$ cat config.mk
export PLATFORM = sky130hd
export DESIGN_NAME = des_job_scheduler
export DESIGN_NICKNAME = d
export VERILOG_FILES = /design/src/rtl/des_pkg.sv /design/src/rtl/des_shift_schedule.sv /design/src/rtl/des_job_scheduler.sv
export SDC_FILE = /design/constraint.sdc
export NUM_CORES = 1
export LEC_CHECK = 0
export ABC_AREA = 0
export CORE_AREA = 2 2 207 209
export DETAILED_ROUTE_END_ITERATION = 8
export DIE_AREA = 0 0 209 211
export MAX_ROUTING_LAYER = met4
export PLACE_DENSITY = 0.45
export SYNTH_ARGS = -nofsm -noshare
export SYNTH_HDL_FRONTEND = slang
export SYNTH_SLANG_ARGS = --single-unit
$ cat constraint.sdc
create_clock -name clk -period 2.65 [get_ports clk]
set_clock_uncertainty 0.2 [all_clocks]
set_input_delay 0.53 -clock clk [delete_from_list [all_inputs] [get_ports clk]]
set_output_delay 0.53 -clock clk [all_outputs]
set_load 0.05 [all_outputs]
$ cat src/rtl/des_pkg.sv
// des_pkg: shared constants, FSM encoding and key-rotation tables for the DES job scheduler
package des_pkg;
  localparam int DW_DEF = 64;
  localparam int ROUNDS_DEF = 16;
  localparam logic [2:0] S_IDLE = 3'd0;
  localparam logic [2:0] S_LOAD = 3'd1;
  localparam logic [2:0] S_ROUND = 3'd2;
  localparam logic [2:0] S_CAPTURE = 3'd3;
  localparam logic [2:0] S_RESP = 3'd4;
  localparam logic ID_A = 1'b0;
  localparam logic ID_B = 1'b1;
  localparam logic [1:0] ENC_SHIFT [16] = '{2'd1, 2'd1, 2'd2, 2'd2, 2'd2, 2'd2, 2'd2, 2'd2,
                                            2'd1, 2'd2, 2'd2, 2'd2, 2'd2, 2'd2, 2'd2, 2'd1};
  // decrypt starts unrotated (C0D0 already yields K16) and then rotates right
  localparam logic [1:0] DEC_SHIFT [16] = '{2'd0, 2'd1, 2'd2, 2'd2, 2'd2, 2'd2, 2'd2, 2'd2,
                                            2'd1, 2'd2, 2'd2, 2'd2, 2'd2, 2'd2, 2'd2, 2'd1};
  function automatic logic [1:0] shift_of(input logic [3:0] round, input logic decrypt);
    return decrypt ? DEC_SHIFT[round] : ENC_SHIFT[round];
  endfunction
endpackage

$ cat src/rtl/des_shift_schedule.sv
// des_shift_schedule: per-round key rotation amount lookup
module des_shift_schedule
  import des_pkg::*;
(
  input  logic [3:0] round,
  input  logic       decrypt,
  output logic [1:0] shift
);
  assign shift = shift_of(round, decrypt);
endmodule

$ cat src/rtl/des_job_scheduler.sv
// des_job_scheduler: round-robin two-port arbiter and load/round/capture sequencer for the DES round core
module des_job_scheduler
  import des_pkg::*;
#(
  parameter int DW = DW_DEF,
  parameter int ROUNDS = ROUNDS_DEF
) (
  input  logic          clk,
  input  logic          rst,
  input  logic          a_valid,
  output logic          a_ready,
  input  logic [DW-1:0] a_key,
  input  logic [DW-1:0] a_data,
  input  logic          a_decrypt,
  input  logic          b_valid,
  output logic          b_ready,
  input  logic [DW-1:0] b_key,
  input  logic [DW-1:0] b_data,
  input  logic          b_decrypt,
  output logic          rsp_valid,
  input  logic          rsp_ready,
  output logic          rsp_id,
  output logic [DW-1:0] rsp_data,
  output logic          busy,
  output logic          core_load,
  output logic [DW-1:0] core_key,
  output logic [DW-1:0] core_din,
  output logic          core_decrypt,
  output logic          core_step,
  output logic [3:0]    core_round,
  output logic [1:0]    core_shift,
  output logic          core_last,
  input  logic [DW-1:0] core_result
);
  logic [2:0] state;
  logic [3:0] cnt;
  logic last, id, dec, idle, gnt_a, gnt_b;
  logic [DW-1:0] key, din, res;
  logic [1:0] sched;

  assign idle = state == S_IDLE;
  // on a tie the port that did not win last time is granted
  assign gnt_a = a_valid & (~b_valid | last == ID_B);
  assign gnt_b = b_valid & (~a_valid | last == ID_A);
  assign a_ready = idle & gnt_a;
  assign b_ready = idle & gnt_b;
  assign busy = ~idle;
  assign core_load = state == S_LOAD;
  assign core_step = state == S_ROUND;
  assign core_round = cnt;
  assign core_last = core_step & (cnt == 4'(ROUNDS - 1));
  assign core_shift = core_step ? sched : 2'd0;
  assign core_key = key;
  assign core_din = din;
  assign core_decrypt = dec;
  assign rsp_valid = state == S_RESP;
  assign rsp_id = id;
  assign rsp_data = res;

  des_shift_schedule u_sched (
    .round(cnt),
    .decrypt(dec),
    .shift(sched)
  );

  // job sequencing: accept and latch, load core, step rounds, capture result, hold response
  always_ff @(posedge clk) begin
    if (rst) begin
      state <= S_IDLE;
      cnt <= '0;
      last <= ID_B;
      id <= ID_A;
      dec <= 1'b0;
      key <= '0;
      din <= '0;
      res <= '0;
    end else begin
      case (state)
        S_IDLE: if (a_ready | b_ready) begin
          state <= S_LOAD;
          id <= gnt_b ? ID_B : ID_A;
          last <= gnt_b ? ID_B : ID_A;
          key <= gnt_b ? b_key : a_key;
          din <= gnt_b ? b_data : a_data;
          dec <= gnt_b ? b_decrypt : a_decrypt;
        end
        S_LOAD: begin
          state <= S_ROUND;
          cnt <= '0;
        end
        S_ROUND: begin
          cnt <= cnt + 4'd1;
          if (core_last) state <= S_CAPTURE;
        end
        S_CAPTURE: begin
          res <= core_result;
          state <= S_RESP;
        end
        S_RESP: if (rsp_ready) state <= S_IDLE;
        default: state <= S_IDLE;
      endcase
    end
  end
endmodule
==> impl_metrics.yaml, run 1 <==
run:
  cap_violations: 0
die:
  die_w_um: 209
  area_of_the_die_um2: 44100
  ioPinCount: 534
  die_height_um: 211
  rows: 75
  design.core.area_um2: 41760
  floorplan.initialDensity_pct: 19.07
yosys:
  mappedNetlistArea_um2: 7965
  syn_avg_cell_area_um2: 8.447
  yosysUniqueCellTypes: 39
  synth_fp_nets: 1273
  synth-seq-cells: 202
  number_of_flops_mapped_to_enable_cells_by_yosys: 0
  register_area_share_after_synthesis_pct: 50.77
  synth.yosys.warnings: 0
  proportion_of_register_bits_with_asynchronous_set_or_reset_after_synthesis_pct: 0
  netlist_instances: 943
  dominantRegCellSynth: "dfxtp_1"
finish:
  insertedDiodeCount: 0
  final_core_utilization_pct: 35.82
  fill_cells: 4305
  finish.instance_area_um2: 14960
  design.final.nets: 1773
  area_delta_synth_final_pct: 87.79
  area_taken_by_multi_input_logic_gates_um2: 3535
  final_layout_size_suffix_gt1_share_pct: 8.077
  regArea_um2: 4054
  final-instance-count-excl-fill: 2000
pwr:
  leakagePower_nw: 5.345
  ir_worst_vdd_mv: 0.5289
  cellPowerDensity_nw_per_um2: 875.4
drt:
  dr_vias: 8955
  ant_nets: 0
  route.detailed.drc: 0
  wire_per_inst_um: 19.02
  postRouteWirelength_um: 38050
  initialDrtViolationCount: 326
  route.detailed.vias_per_inst: 4.478
  drt_first_pass_iters: 6
clock_tree:
  cts_tree: "built"
  cts-root-to-sink-buffers: 3
  ctsRootBufferMaster: "clkbuf_16"
  clk_pin_slew_worst_paths_ns: 0.06
  holdBufCountCts: 0
  total_clock_sinks: 202
  htreeDepth: 1
  worstSkewPairLatency_ns: 0.55
  cts_made_buffers: 26
hold_path:
  path_class_of_the_lowest_slack_min_delay_path: "in -> reg"
setup_path:
  timing.critical_path.slowest_cell_delay_ns: 0.40
  critical_path.startpoint_type: "flop"
  crit_chain: "inv_2, ha_1, mux2_4, nand2_2, o311a_1, buf_12"
  critPathMaxFanout: 8
  path_buf_inv: 2
  critical_path_required_ns: 1.92
  critical_path.endpoint_type: "primary output"
  critPathKind: "reg -> out"
  crit_arrival_ns: 1.90
  crit_path_top_delay_cell: "dfxtp_4"
  critical-path-top-delay-family: "flip-flops"
sta:
  crit_share_post_route_pct: 99.28
  max-slew-margin-rel_pct: 52.07
  worst_tran_pin_value_ns: 0.7189
  timing_hold_violations_final: 0
  fin_worst_hold_slack_ns: 0.2160
  final-max-slew-violation-count: 0
  timing.final.crit_period_ns: 2.631
  setup_viol: 0
  max_freq_ghz: 0.3801
  unrepaired_setup_endpoints_after_global_routing: "yes"
place:
  port-buffer-count: 533
  dpl.hpwl_um: 27650
  placed_standard_cell_area_um2: 14010
  place.gp.congestion: 0.7753
  dp.cells: 1952
global_routing:
  first_global_vias: 9179
  antenna_violations_before_repair: 0
  global_route.usage.total_pct: 16.92
  globalRoute.totalOverflow: 0
  grt_max_degree: 132
  grt_pass1_wl_um: 56120
status:
  outcome: "finished clean"
==> through the flow <==
step | power [mW] | setup TNS (ns) | setup WS [ns]
global route | 13.74 | -0.1046 | -0.05587
floorplan | 7.283 | 0 | 0.06893
global placement | 9.583 | 0 | 0.1381
finish | 13.09 | 0 | 0.01915
CTS | 13.30 | -0.05866 | -0.03368
detailed placement | 9.587 | 0 | 0.1145
==> sequential cells by signal, indices dropped and copies added, names as in the netlist <==
register      count
core_din         64
core_key         64
rsp_data         64
core_round        4
state             3
core_decrypt      1
last              1
rsp_id            1
==> kinds of logic after synthesis <==
group | Yosys count | synth area share, %
compound gates | 341 | 28.26
xor+xnor | 1 | 0.1100
flops | 202 | 50.77
buf+inv | 101 | 5.576
fa+ha+maj | 3 | 0.4713
simple gates | 294 | 14.67
mux | 1 | 0.1414
==> final timing paths <==
| path | startpoint | endpoint | slack (ns) | depth (start not counted) |
|---|---|---|---|---|
| hold reg to reg | rsp_data[13] | rsp_data[13] | 0.25 | 2 |
| hold / removal | rst | rsp_data[36] | 0.22 | 2 |
| setup reg to reg | state[2] | core_key[38] | 0.64 | 7 |
| setup / recovery | core_round[0] | core_shift[1] | 0.02 | 6 |
==> metal layers <==
metal | track usage, % | share of wire [%] | vias up | wire length, um
li1 | - | - | 4422 | -
met1 | 19.07 | 41 | 4126 | 15450
met2 | 28.92 | 49 | 367 | 18480
met3 | 5.798 | 9.3 | 40 | 3554
met4 | 3.842 | 1.5 | 0 | 563
met5 | - | 0 | - | 0
==> where the power goes <==
part,switching [mW],internal [mW],leakage (nW),total [mW]
logic,3.57,2.02,3.23,5.59
clock network,1.41,2.20,0.447,3.61
registers,0.314,3.58,1.67,3.89
==> layout by cell type (no fill, tap or decap), types with 2 or more instances in the layout <==
| master | count |
|---|---|
| o22ai_1 | 129 |
| nand2b_1 | 2 |
| inv_1 | 2 |
| o21ai_0 | 3 |
| dfxtp_2 | 2 |
| dfxtp_4 | 2 |
| nor2b_1 | 2 |
| clkbuf_8 | 11 |
| nor2_1 | 138 |
| dfxtp_1 | 198 |
| a21oi_1 | 70 |
| clkbuf_16 | 26 |
| buf_6 | 2 |
| clkinv_2 | 5 |
| clkdlybuf4s50_1 | 518 |
| buf_12 | 17 |
| a211oi_2 | 6 |
| inv_2 | 3 |
| buf_4 | 28 |
| nor3_1 | 2 |
| nand3_1 | 2 |
| a21oi_2 | 2 |
| a211oi_1 | 123 |
| dlygate4sd2_1 | 2 |
| nand2_1 | 134 |
| nor2_4 | 2 |
==> worst reg2reg max path, stage by stage (launching register included) <==
cell	delay, ns
dfxtp_1	0.40
nor3_4	0.28
inv_2	0.11
nor2_4	0.21
buf_12	0.20
buf_4	0.26
nor2_1	0.07
a211oi_1	0.21
==> final cells by class <==
| class | instances | share of cell area [%] |
|---|---|---|
| inverter | 5 | 0.1255 |
| sequential | 202 | 27.10 |
| multi-input combinational | 640 | 23.63 |
| tap | 539 | 4.509 |
| timing repair buffer | 568 | 38.70 |
| clock inverter | 8 | 0.5521 |
| clock buffer | 38 | 5.387 |
==> repair_timing <==
action | 4_1_cts | 5_1_grt
resized for setup | 11 | 9
pin swaps | 3 | 3
buffers inserted | 2 | 0
gates cloned | 0 | 0
setup endpoints to repair | 5 | 3
==> synthesized netlist by cell type, types with 2 or more instances <==
cell / n / share of area, %
inv_1: 4 / 0.19
o22ai_1: 129 / 10
nor2_1: 139 / 6.6
buf_4: 13 / 1.2
nor3_1: 2 / 0.13
ha_1: 3 / 0.47
a21oi_1: 72 / 4.5
a211oi_1: 123 / 12
buf_1: 14 / 0.66
nor2b_1: 2 / 0.16
buf_2: 13 / 0.82
clkbuf_1: 56 / 2.6
nand2_1: 136 / 6.4
dfxtp_1: 202 / 51
a211oi_2: 6 / 0.94
nand3_1: 2 / 0.13
o21ai_0: 3 / 0.19
nand2b_1: 3 / 0.24
No activity file was read; power rests on OpenSTA's default activity.
==> run 2: changes to the inputs <==
--- a/config.mk
+++ b/config.mk
@@ -6,5 +6,4 @@
 export NUM_CORES = 1
 export LEC_CHECK = 0
-export ABC_AREA = 0
 export CORE_AREA = 2 2 207 209
 export DETAILED_ROUTE_END_ITERATION = 8
@@ -12,4 +11,5 @@
 export MAX_ROUTING_LAYER = met4
 export PLACE_DENSITY = 0.45
+export SLEW_MARGIN = 20
 export SYNTH_ARGS = -nofsm -noshare
 export SYNTH_HDL_FRONTEND = slang
==> constraint.sdc (replaced) <==
create_clock -name clk -period 2.65 [get_ports clk]
set_clock_uncertainty 0.2 [all_clocks]
set_input_delay 0.6625 -clock clk [delete_from_list [all_inputs] [get_ports clk]]
set_output_delay 0.6625 -clock clk [all_outputs]
set_load 0.05 [all_outputs]
==> impl_metrics.yaml, run 2 (same netlist as run 1, synthesis figures left out) <==
place:
  dp.cells: 1965
  dpl.hpwl_um: 29180
  port-buffer-count: 533
  place.gp.congestion: 0.7963
setup_path:
  crit_chain: "inv_4, ha_4, a21oi_2, or3_4, a21oi_4, buf_12"
  crit_arrival_ns: 1.85
  critical-path-top-delay-family: "simple AND/OR/NAND/NOR gates"
  critical_path_cell_count: 6
  critical_path.startpoint_type: "flop"
  regToRegSetupSlack_ns: 0.46
  crit_path_top_delay_cell: "or3_4"
  path_buf_inv: 2
  critical_path.endpoint_type: "primary output"
  timing.critical_path.slowest_cell_delay_ns: 0.38
  worst_setup_path_endpoint: "core_shift[0]"
  critPathKind: "reg -> out"
  worstReg2RegStart: "state[0]"
  critPathMaxFanout: 6
  worstSetupStartpoint: "core_round[1]"
  reg2reg_depth: 5
  rr_endpoint: "last"
  critical_path_required_ns: 1.79
finish:
  area_delta_synth_final_pct: 90.89
  fill_cells: 4321
  commonest_non_fill_non_tap_cell_in_the_layout: "clkdlybuf4s50_1"
  design.final.nets: 1789
  final-instance-count-excl-fill: 2021
  final_core_utilization_pct: 36.41
  final_layout_size_suffix_gt1_share_pct: 9.743
  layout.cells.most_common_list: "495 x clkdlybuf4s50_1, 196 x dfxtp_1, 137 x nor2_1, 134 x nand2_1, 129 x o22ai_1"
drt:
  drt_first_pass_iters: 4
  ant_nets: 0
  route.detailed.drc: 0
  route.detailed.vias_per_inst: 4.466
  wire_per_inst_um: 19.48
  initialDrtViolationCount: 381
  postRouteWirelength_um: 39370
  dr_vias: 9025
sta:
  crit_share_post_route_pct: 102.5
  final-max-slew-violation-count: 0
  max_freq_ghz: 0.3683
  timing_hold_violations_final: 0
  tns_ns: -0.1210
  max-slew-margin-rel_pct: 52.43
  finalWorstSetupSlack_ns: -0.06509
  worst_tran_pin_value_ns: 0.7135
  timing.final.crit_period_ns: 2.715
  unrepaired_setup_endpoints_after_global_routing: "yes"
  setup_viol: 2
die:
  floorplan.initialDensity_pct: 19.07
  area_of_the_die_um2: 44100
  die_w_um: 209
  ioPinCount: 534
  rows: 75
  design.core.area_um2: 41760
  die_height_um: 211
clock_tree:
  cts_made_buffers: 27
  worstSkewPairLatency_ns: 0.55
  ctsRootBufferMaster: "clkbuf_16"
  total_clock_sinks: 202
  cts-root-to-sink-buffers: 3
  htreeDepth: 1
  clk_pin_slew_worst_paths_ns: 0.05
  holdBufCountCts: 0
  cts_tree: "built"
pwr:
  cellPowerDensity_nw_per_um2: 862.4
  leakagePower_nw: 5.621
  power.net_switching_mw: 5.335
  power.combinational.fraction_pct: 43.4
  seqPwrFrac_pct: 29.7
  ir_worst_vdd_mv: 0.4012
  clkPwrFrac_pct: 27.0
  switching_share_pct: 40.68
  internal_power_mw: 7.778
global_routing:
  grt_pass1_wl_um: 57180
  globalRoute.totalOverflow: 0
  first_global_vias: 9124
  antenna_violations_before_repair: 3
  global_route.usage.total_pct: 17.42
  grt_max_degree: 132
status:
  violated_checks: "negative setup slack"
  outcome: "finished with violations"
hold_path:
  path_class_of_the_lowest_slack_min_delay_path: "reg -> reg"
run:
  cap_violations: 0
[run 2: area by class of cell]
class	instances	area (um^2)	share of cell area (%)
repair buffers	583	6013	39.55
diodes	4	10.01	0.06583
clock inverters	9	80.08	0.5267
flip-flops and latches	202	4056	26.68
inverters	5	21.27	0.1399
clock buffers	39	780.7	5.135
well taps	539	674.4	4.435
multi-input cells	640	3568	23.47
[run 2: power groups by stage]
stage                     combinational [mW]  clock, mW  sequential, mW
after global routing                    5.99       3.80            3.96
final                                   5.69       3.54            3.89
after detailed placement                5.72          0            3.95
after floorplan                         1.59          0            5.70
after CTS                               5.73       3.67            3.90
after global placement                  5.73          0            3.94
[run 2: worst min-delay path, cell delays in order (launching register included)]
cell and delay [ns]:
dfxtp_1 0.30, nand2_1 0.05, a21oi_1 0.05
[run 2: worst min path at each step]
stage                 startpoint      endpoint  slack (ns)  depth (start not counted)
floorplan                   last          last        0.28                          1
global placement    rsp_data[13]  rsp_data[13]        0.24                          2
detailed placement  rsp_data[21]  rsp_data[21]        0.25                          2
CTS                 rsp_data[21]  rsp_data[21]        0.25                          2
global route        rsp_data[19]  rsp_data[19]        0.28                          2
finish              rsp_data[21]  rsp_data[21]        0.25                          2
[run 2: routing by layer]
layer | global-route usage (%) | vias up | wire length [um]
li1 | - | 4460 | -
met1 | 19.83 | 4135 | 16000
met2 | 29.09 | 387 | 18800
met3 | 6.200 | 43 | 3796
met4 | 4.507 | 0 | 767
met5 | - | - | 0
[run 2: metrics by stage]
stage	area, um^2	hold WS (ns)	worst slack (ns)	total power, mW
global placement	14210	0.2414	0.06379	9.664
finish	15200	0.2508	-0.06509	13.11
CTS	15110	0.2542	-0.08746	13.29
floorplan	7983	0.2781	0.1026	7.290
detailed placement	14210	0.2467	0.04547	9.673
global route	15200	0.2751	-0.1283	13.75
[run 2: repair_timing]
item,CTS,global route
gates resized for setup,20,19
buffers inserted,1,3
pin swaps,1,3
gates cloned,0,0
setup endpoints to repair,11,17
